## src/rtl/pipe_skid_stage.sv

```systemverilog
// Two-entry valid/ready pipeline stage with a skid entry and synchronous flush to bubbles.
// Optional perf counters are built when PIPE_SKID_PERF_EN is defined.
module pipe_skid_stage #(
    parameter int CW = 8,
    parameter int DW = 64
) (
    input  logic          clk,
    input  logic          rst,
    input  logic          in_valid,
    output logic          in_ready,
    input  logic [CW-1:0] in_ctrl,
    input  logic [DW-1:0] in_data,
    input  logic          clear,
    output logic          out_valid,
    input  logic          out_ready,
    output logic [CW-1:0] out_ctrl,
    output logic [DW-1:0] out_data,
    output logic [1:0]    occupancy,
    output logic [15:0]   stall_cnt,
    output logic [15:0]   flush_cnt
);

    typedef enum logic [1:0] {
        EMPTY = 2'd0,
        FULL  = 2'd1,
        SKID  = 2'd2
    } state_t;

    state_t        state_q, state_d;
    logic [CW-1:0] main_ctrl_q, main_ctrl_d;
    logic [DW-1:0] main_data_q, main_data_d;
    logic [CW-1:0] skid_ctrl_q, skid_ctrl_d;
    logic [DW-1:0] skid_data_q, skid_data_d;
    logic          in_ready_q, in_ready_d;
    logic          out_valid_q, out_valid_d;
    logic [1:0]    occupancy_q, occupancy_d;
    logic          xfer_in, xfer_out;

    assign xfer_in  = in_valid & in_ready_q;
    assign xfer_out = out_valid_q & out_ready;

    always_comb begin
        state_d     = state_q;
        main_ctrl_d = main_ctrl_q;
        main_data_d = main_data_q;
        skid_ctrl_d = skid_ctrl_q;
        skid_data_d = skid_data_q;

        if (clear) begin
            // Flush wins: any offered input is dropped, held entries become bubbles.
            state_d     = EMPTY;
            main_ctrl_d = '0;
            main_data_d = '0;
            skid_ctrl_d = '0;
            skid_data_d = '0;
        end else begin
            case (state_q)
                EMPTY: begin
                    if (xfer_in) begin
                        main_ctrl_d = in_ctrl;
                        main_data_d = in_data;
                        state_d     = FULL;
                    end
                end
                FULL: begin
                    if (xfer_in && xfer_out) begin
                        main_ctrl_d = in_ctrl;
                        main_data_d = in_data;
                    end else if (xfer_in) begin
                        skid_ctrl_d = in_ctrl;
                        skid_data_d = in_data;
                        state_d     = SKID;
                    end else if (xfer_out) begin
                        main_ctrl_d = '0;
                        main_data_d = '0;
                        state_d     = EMPTY;
                    end
                end
                SKID: begin
                    if (out_ready) begin
                        main_ctrl_d = skid_ctrl_q;
                        main_data_d = skid_data_q;
                        skid_ctrl_d = '0;
                        skid_data_d = '0;
                        state_d     = FULL;
                    end
                end
                default: begin
                    state_d     = EMPTY;
                    main_ctrl_d = '0;
                    main_data_d = '0;
                    skid_ctrl_d = '0;
                    skid_data_d = '0;
                end
            endcase
        end

        // Handshake outputs are registered from the next state, so out_ready never reaches in_ready.
        in_ready_d  = (state_d != SKID);
        out_valid_d = (state_d != EMPTY);
        case (state_d)
            FULL:    occupancy_d = 2'd1;
            SKID:    occupancy_d = 2'd2;
            default: occupancy_d = 2'd0;
        endcase
    end

    always_ff @(posedge clk or posedge rst) begin
        if (rst) begin
            state_q     <= EMPTY;
            main_ctrl_q <= '0;
            main_data_q <= '0;
            skid_ctrl_q <= '0;
            skid_data_q <= '0;
            in_ready_q  <= 1'b1;
            out_valid_q <= 1'b0;
            occupancy_q <= 2'd0;
        end else begin
            state_q     <= state_d;
            main_ctrl_q <= main_ctrl_d;
            main_data_q <= main_data_d;
            skid_ctrl_q <= skid_ctrl_d;
            skid_data_q <= skid_data_d;
            in_ready_q  <= in_ready_d;
            out_valid_q <= out_valid_d;
            occupancy_q <= occupancy_d;
        end
    end

    assign in_ready  = in_ready_q;
    assign out_valid = out_valid_q;
    assign out_ctrl  = main_ctrl_q;
    assign out_data  = main_data_q;
    assign occupancy = occupancy_q;

`ifdef PIPE_SKID_PERF_EN
    logic [15:0] stall_cnt_q, stall_cnt_d;
    logic [15:0] flush_cnt_q, flush_cnt_d;

    always_comb begin
        stall_cnt_d = stall_cnt_q;
        flush_cnt_d = flush_cnt_q;
        if (out_valid_q && !out_ready && stall_cnt_q != 16'hFFFF)
            stall_cnt_d = stall_cnt_q + 16'd1;
        if (clear && flush_cnt_q != 16'hFFFF)
            flush_cnt_d = flush_cnt_q + 16'd1;
    end

    always_ff @(posedge clk or posedge rst) begin
        if (rst) begin
            stall_cnt_q <= 16'h0000;
            flush_cnt_q <= 16'h0000;
        end else begin
            stall_cnt_q <= stall_cnt_d;
            flush_cnt_q <= flush_cnt_d;
        end
    end

    assign stall_cnt = stall_cnt_q;
    assign flush_cnt = flush_cnt_q;
`else
    assign stall_cnt = 16'h0000;
    assign flush_cnt = 16'h0000;
`endif

endmodule

```

## config.mk

```make
export PLATFORM = sky130hd
export DESIGN_NAME = pipe_skid_stage
export DESIGN_NICKNAME = d
export VERILOG_FILES = /design/src/rtl/pipe_skid_stage.sv
export SDC_FILE = /design/constraint.sdc
export NUM_CORES = 1
export LEC_CHECK = 0
export CAP_MARGIN = 20
export CORE_MARGIN = 3
export CORE_UTILIZATION = 51
export CTS_CLUSTER_SIZE = 14
export DETAILED_ROUTE_END_ITERATION = 6
export PLACE_DENSITY = 0.82
export REMOVE_ABC_BUFFERS = 1
export SLEW_MARGIN = 40
export SYNTH_ARGS = -nofsm -noshare
export SYNTH_HDL_FRONTEND = slang
export SYNTH_SLANG_ARGS = --single-unit
```

## constraint.sdc

```tcl
create_clock -name clk -period 6.05 [get_ports clk]
set_input_delay 1.5125 -clock clk [delete_from_list [all_inputs] [get_ports clk]]
set_output_delay 1.5125 -clock clk [all_outputs]
set_load 0.005 [all_outputs]
```

==> summary.md <==
| Metric | Value |
|---|---|
| # setup viols final | `0` |
| Post-Synthesis Cell Area | `8198 µm²` |
| Syn. warnings | `0` |
| Drt pass-1 iters | `4` |
| Slew @ Worst Pin | `0.8558 ns` |
| Mean post-synth cell area | `about 11 µm²` |
| Post-DP Area | `9722 µm²` |
| Reg clk slew, reported paths | `~0.060 ns` |
| Clk sinks | `150` |
| Final Cycle Share | `around 64%` |
| Clock Skew | `0.007107 ns` |
| Post-synth top cells | `dfrtp_1, mux2_2, and3_1, nand3_1` |
| Netlist cell types | `35` |
| Post-synthesis sequential area ratio | `45.80%` |
| Root Buffer | `clkbuf_16` |
| Largest net degree at the start of global routing | `103` |
| FP Rows | `45` |
| Number of flops mapped to enable cells by yosys | `0` |
| Unrepaired setup endpoints after global routing | `no` |
| Post-CTS setup buffer count | `0` |
| Crit Path Category | `flip-flop to output port` |
| Top-area cell type share of the netlist area | `45.48%` |
| Status | `complete, no violations` |
| Synth Register Bits | `150` |
| Max rail drop VDD | `0.2112 mV` |
| Power per Cell Area | `286.4 nW/µm²` |
| Slew margin rel. | `between 40% and 50%` |
| Crit path required time | `4.54 ns` |
| Die ar. | `17630 µm²` |
| # DRC | `0` |
| Max-cap violation count | `0` |
| CTS tree | `built` |
| Final Slew Violations | `0` |
| CTS HTree Levels | `4` |
| Max frequency | `between 200 and 300 MHz` |
| Post-route ant nets | `0` |
| Vias per std cell | `between 6 and 7` |
| P_leak | `4.628 nW` |
| Critical path endpoint category | `output port` |
| Final TNS setup | `0 ns` |
| Share of cells above drive strength 1 | `23.60%` |
| CP startpoint kind | `flip-flop` |
| Fin crit period | `3.879 ns` |
| Top_reg_cell synth | `dfrtp_1` |
| Top cells by area, synth | `dfrtp_1, mux2_2, mux2i_1` |
| First-pass GRT wire length | `34.11 mm` |
| I/O Pins | `185` |
| Reg2reg path depth | `6` |
| TritonCTS Buffers | `17` |
| Via count | `~6400` |
| Global placement routability congestion | `between 0.7 and 0.8` |
| Clock Latency Late Sink | `0.42 ns` |
| WL per Instance | `19.94 µm` |
| Vias in the first global route | `6689` |
| Final hold vios | `0` |
| # hold bufs at CTS | `0` |
| Layout area overhead | `26.01%` |
| Initial Utilization | `52.95%` |
| Post-CTS sizing | `0` |
| Routed wire length | `20.94 mm` |
| Fin area | `10330 µm²` |
| CORE AREA | `15480 µm²` |
| Post-synth top area cell | `dfrtp_1` |
| Inserted Diodes | `0` |
| Initial DRC Count | `423` |
| Antenna violations before repair | `0` |
| Hpwl dp | `12.82 mm` |
| Synth Instances | `~700` |
| Port Buffers | `between 150 and 200` |
| Worst Path Arrival | `roughly 2.4 ns` |
| Layout Nets | `904` |
| Max Buffers Root-to-Sink | `2` |
| Async set-reset flop share out of synthesis | `100.0%` |
| Die H | `about 130 µm` |
| Most numerous cell in the Yosys netlist | `dfrtp_1` |
| Tightest Hold Check Type | `flip-flop to flip-flop` |
| CP max FO | `40` |
| Total Routing Usage GR | `23.63%` |
| Die Width | `roughly 130 µm` |
| Overflow after GRT | `0` |
| Worst hold stages | `1` |
-- area by class of cell --
type | instances | area [µm²]
fillers | 1119 | 5154
multi-input cells | 489 | 3983
flip-flops and latches | 150 | 3764
repair buffers | 166 | 1697
clock buffers | 24 | 511.7
well taps | 211 | 264.0
clock inverters | 7 | 92.59
inverters | 3 | 18.77
-- metrics by stage --
step           power (W)  hold slack, ns  std cells  util [%]  worst slack, ns
2_1_floorplan   0.001542          0.4640        642         -           0.5028
3_3_place_gp    0.001851          0.4762       1013     62.00            1.825
3_5_place_dp    0.001892          0.4855       1019     62.79            1.953
4_1_cts         0.002970          0.4989       1050     66.69            2.148
5_1_grt         0.003074          0.5131       1050     66.72            2.067
6_report        0.002958          0.4917       1050     66.72            2.171
-- flip-flops by register name, summed over array words and instances, names as in the netlist --
register,count
out_data,64
occupancy,2
out_valid,1
state_q,2
skid_ctrl_q,8
skid_data_q,64
out_ctrl,8
in_ready,1
-- kinds of logic after synthesis --
group / after synthesis / synth area share [%]
multiplexers: 215 / 28.91
AND/OR/NAND/NOR: 156 / 10.78
flip-flops: 150 / 45.80
buffers and inverters: 108 / 7.433
AO/OA/AOI/OAI: 85 / 6.929
XOR/XNOR: 1 / 0.1069
other: 1 / 0.04574
-- routing by layer --
| layer | vias up | share of wire, % | global-route usage, % |
|---|---|---|---|
| met5 | - | 0 | 0 |
| met4 | 0 | 1.2 | 7.159 |
| met3 | 27 | 6.6 | 5.551 |
| met2 | 294 | 50 | 39.11 |
| met1 | 3297 | 42 | 30.99 |
| li1 | 2802 | - | - |
-- worst max-delay path, stage by stage, from the launching register on --
cell	delay, ns
dfrtp_2	0.81
buf_4	0.52
clkdlybuf4s50_1	0.60
-- where the power goes --
part | switching, W | total [W] | internal [W] | leakage (nW)
clock network | 0.000409 | 0.00108 | 0.000670 | 0.290
registers | 0.0000991 | 0.00122 | 0.00112 | 2.01
logic | 0.000289 | 0.000663 | 0.000375 | 2.33
total | 0.000797 | 0.00296 | 0.00216 | 4.63
-- cells in the final DEF, fill, tap and decap left out, types with 2 or more instances in the layout --
cell type	synthesis	final
nand2_1	2	2
inv_1	3	2
o22ai_1	71	71
clkbuf_8	0	6
buf_12	0	2
a21oi_1	4	4
clkinvlp_4	0	3
dfrtp_1	149	146
a32o_1	2	2
buf_6	8	2
nand3_1	72	72
conb_1	1	32
dfrtp_4	0	2
buf_4	32	6
mux2_2	132	132
mux2_1	2	2
mux2_4	10	10
and3_1	72	72
bufinv_16	0	2
clkinv_2	0	2
nor2_1	3	2
buf_8	0	3
mux2i_1	71	71
clkbuf_16	0	17
clkdlybuf4s50_1	0	151
-- path summary, 6_finish.rpt --
check	start	endpoint	slack (ns)
max reg2reg	out_valid	out_data[21]	2.91
min	skid_data_q[13]	skid_data_q[13]	0.49
max	out_valid	out_valid	2.17
min reg2reg	skid_data_q[13]	skid_data_q[13]	0.49
min in group asynchronous	rst	skid_data_q[63]	1.58
max in group asynchronous	rst	skid_data_q[43]	3.25
No activity file was read; power rests on OpenSTA's default activity.
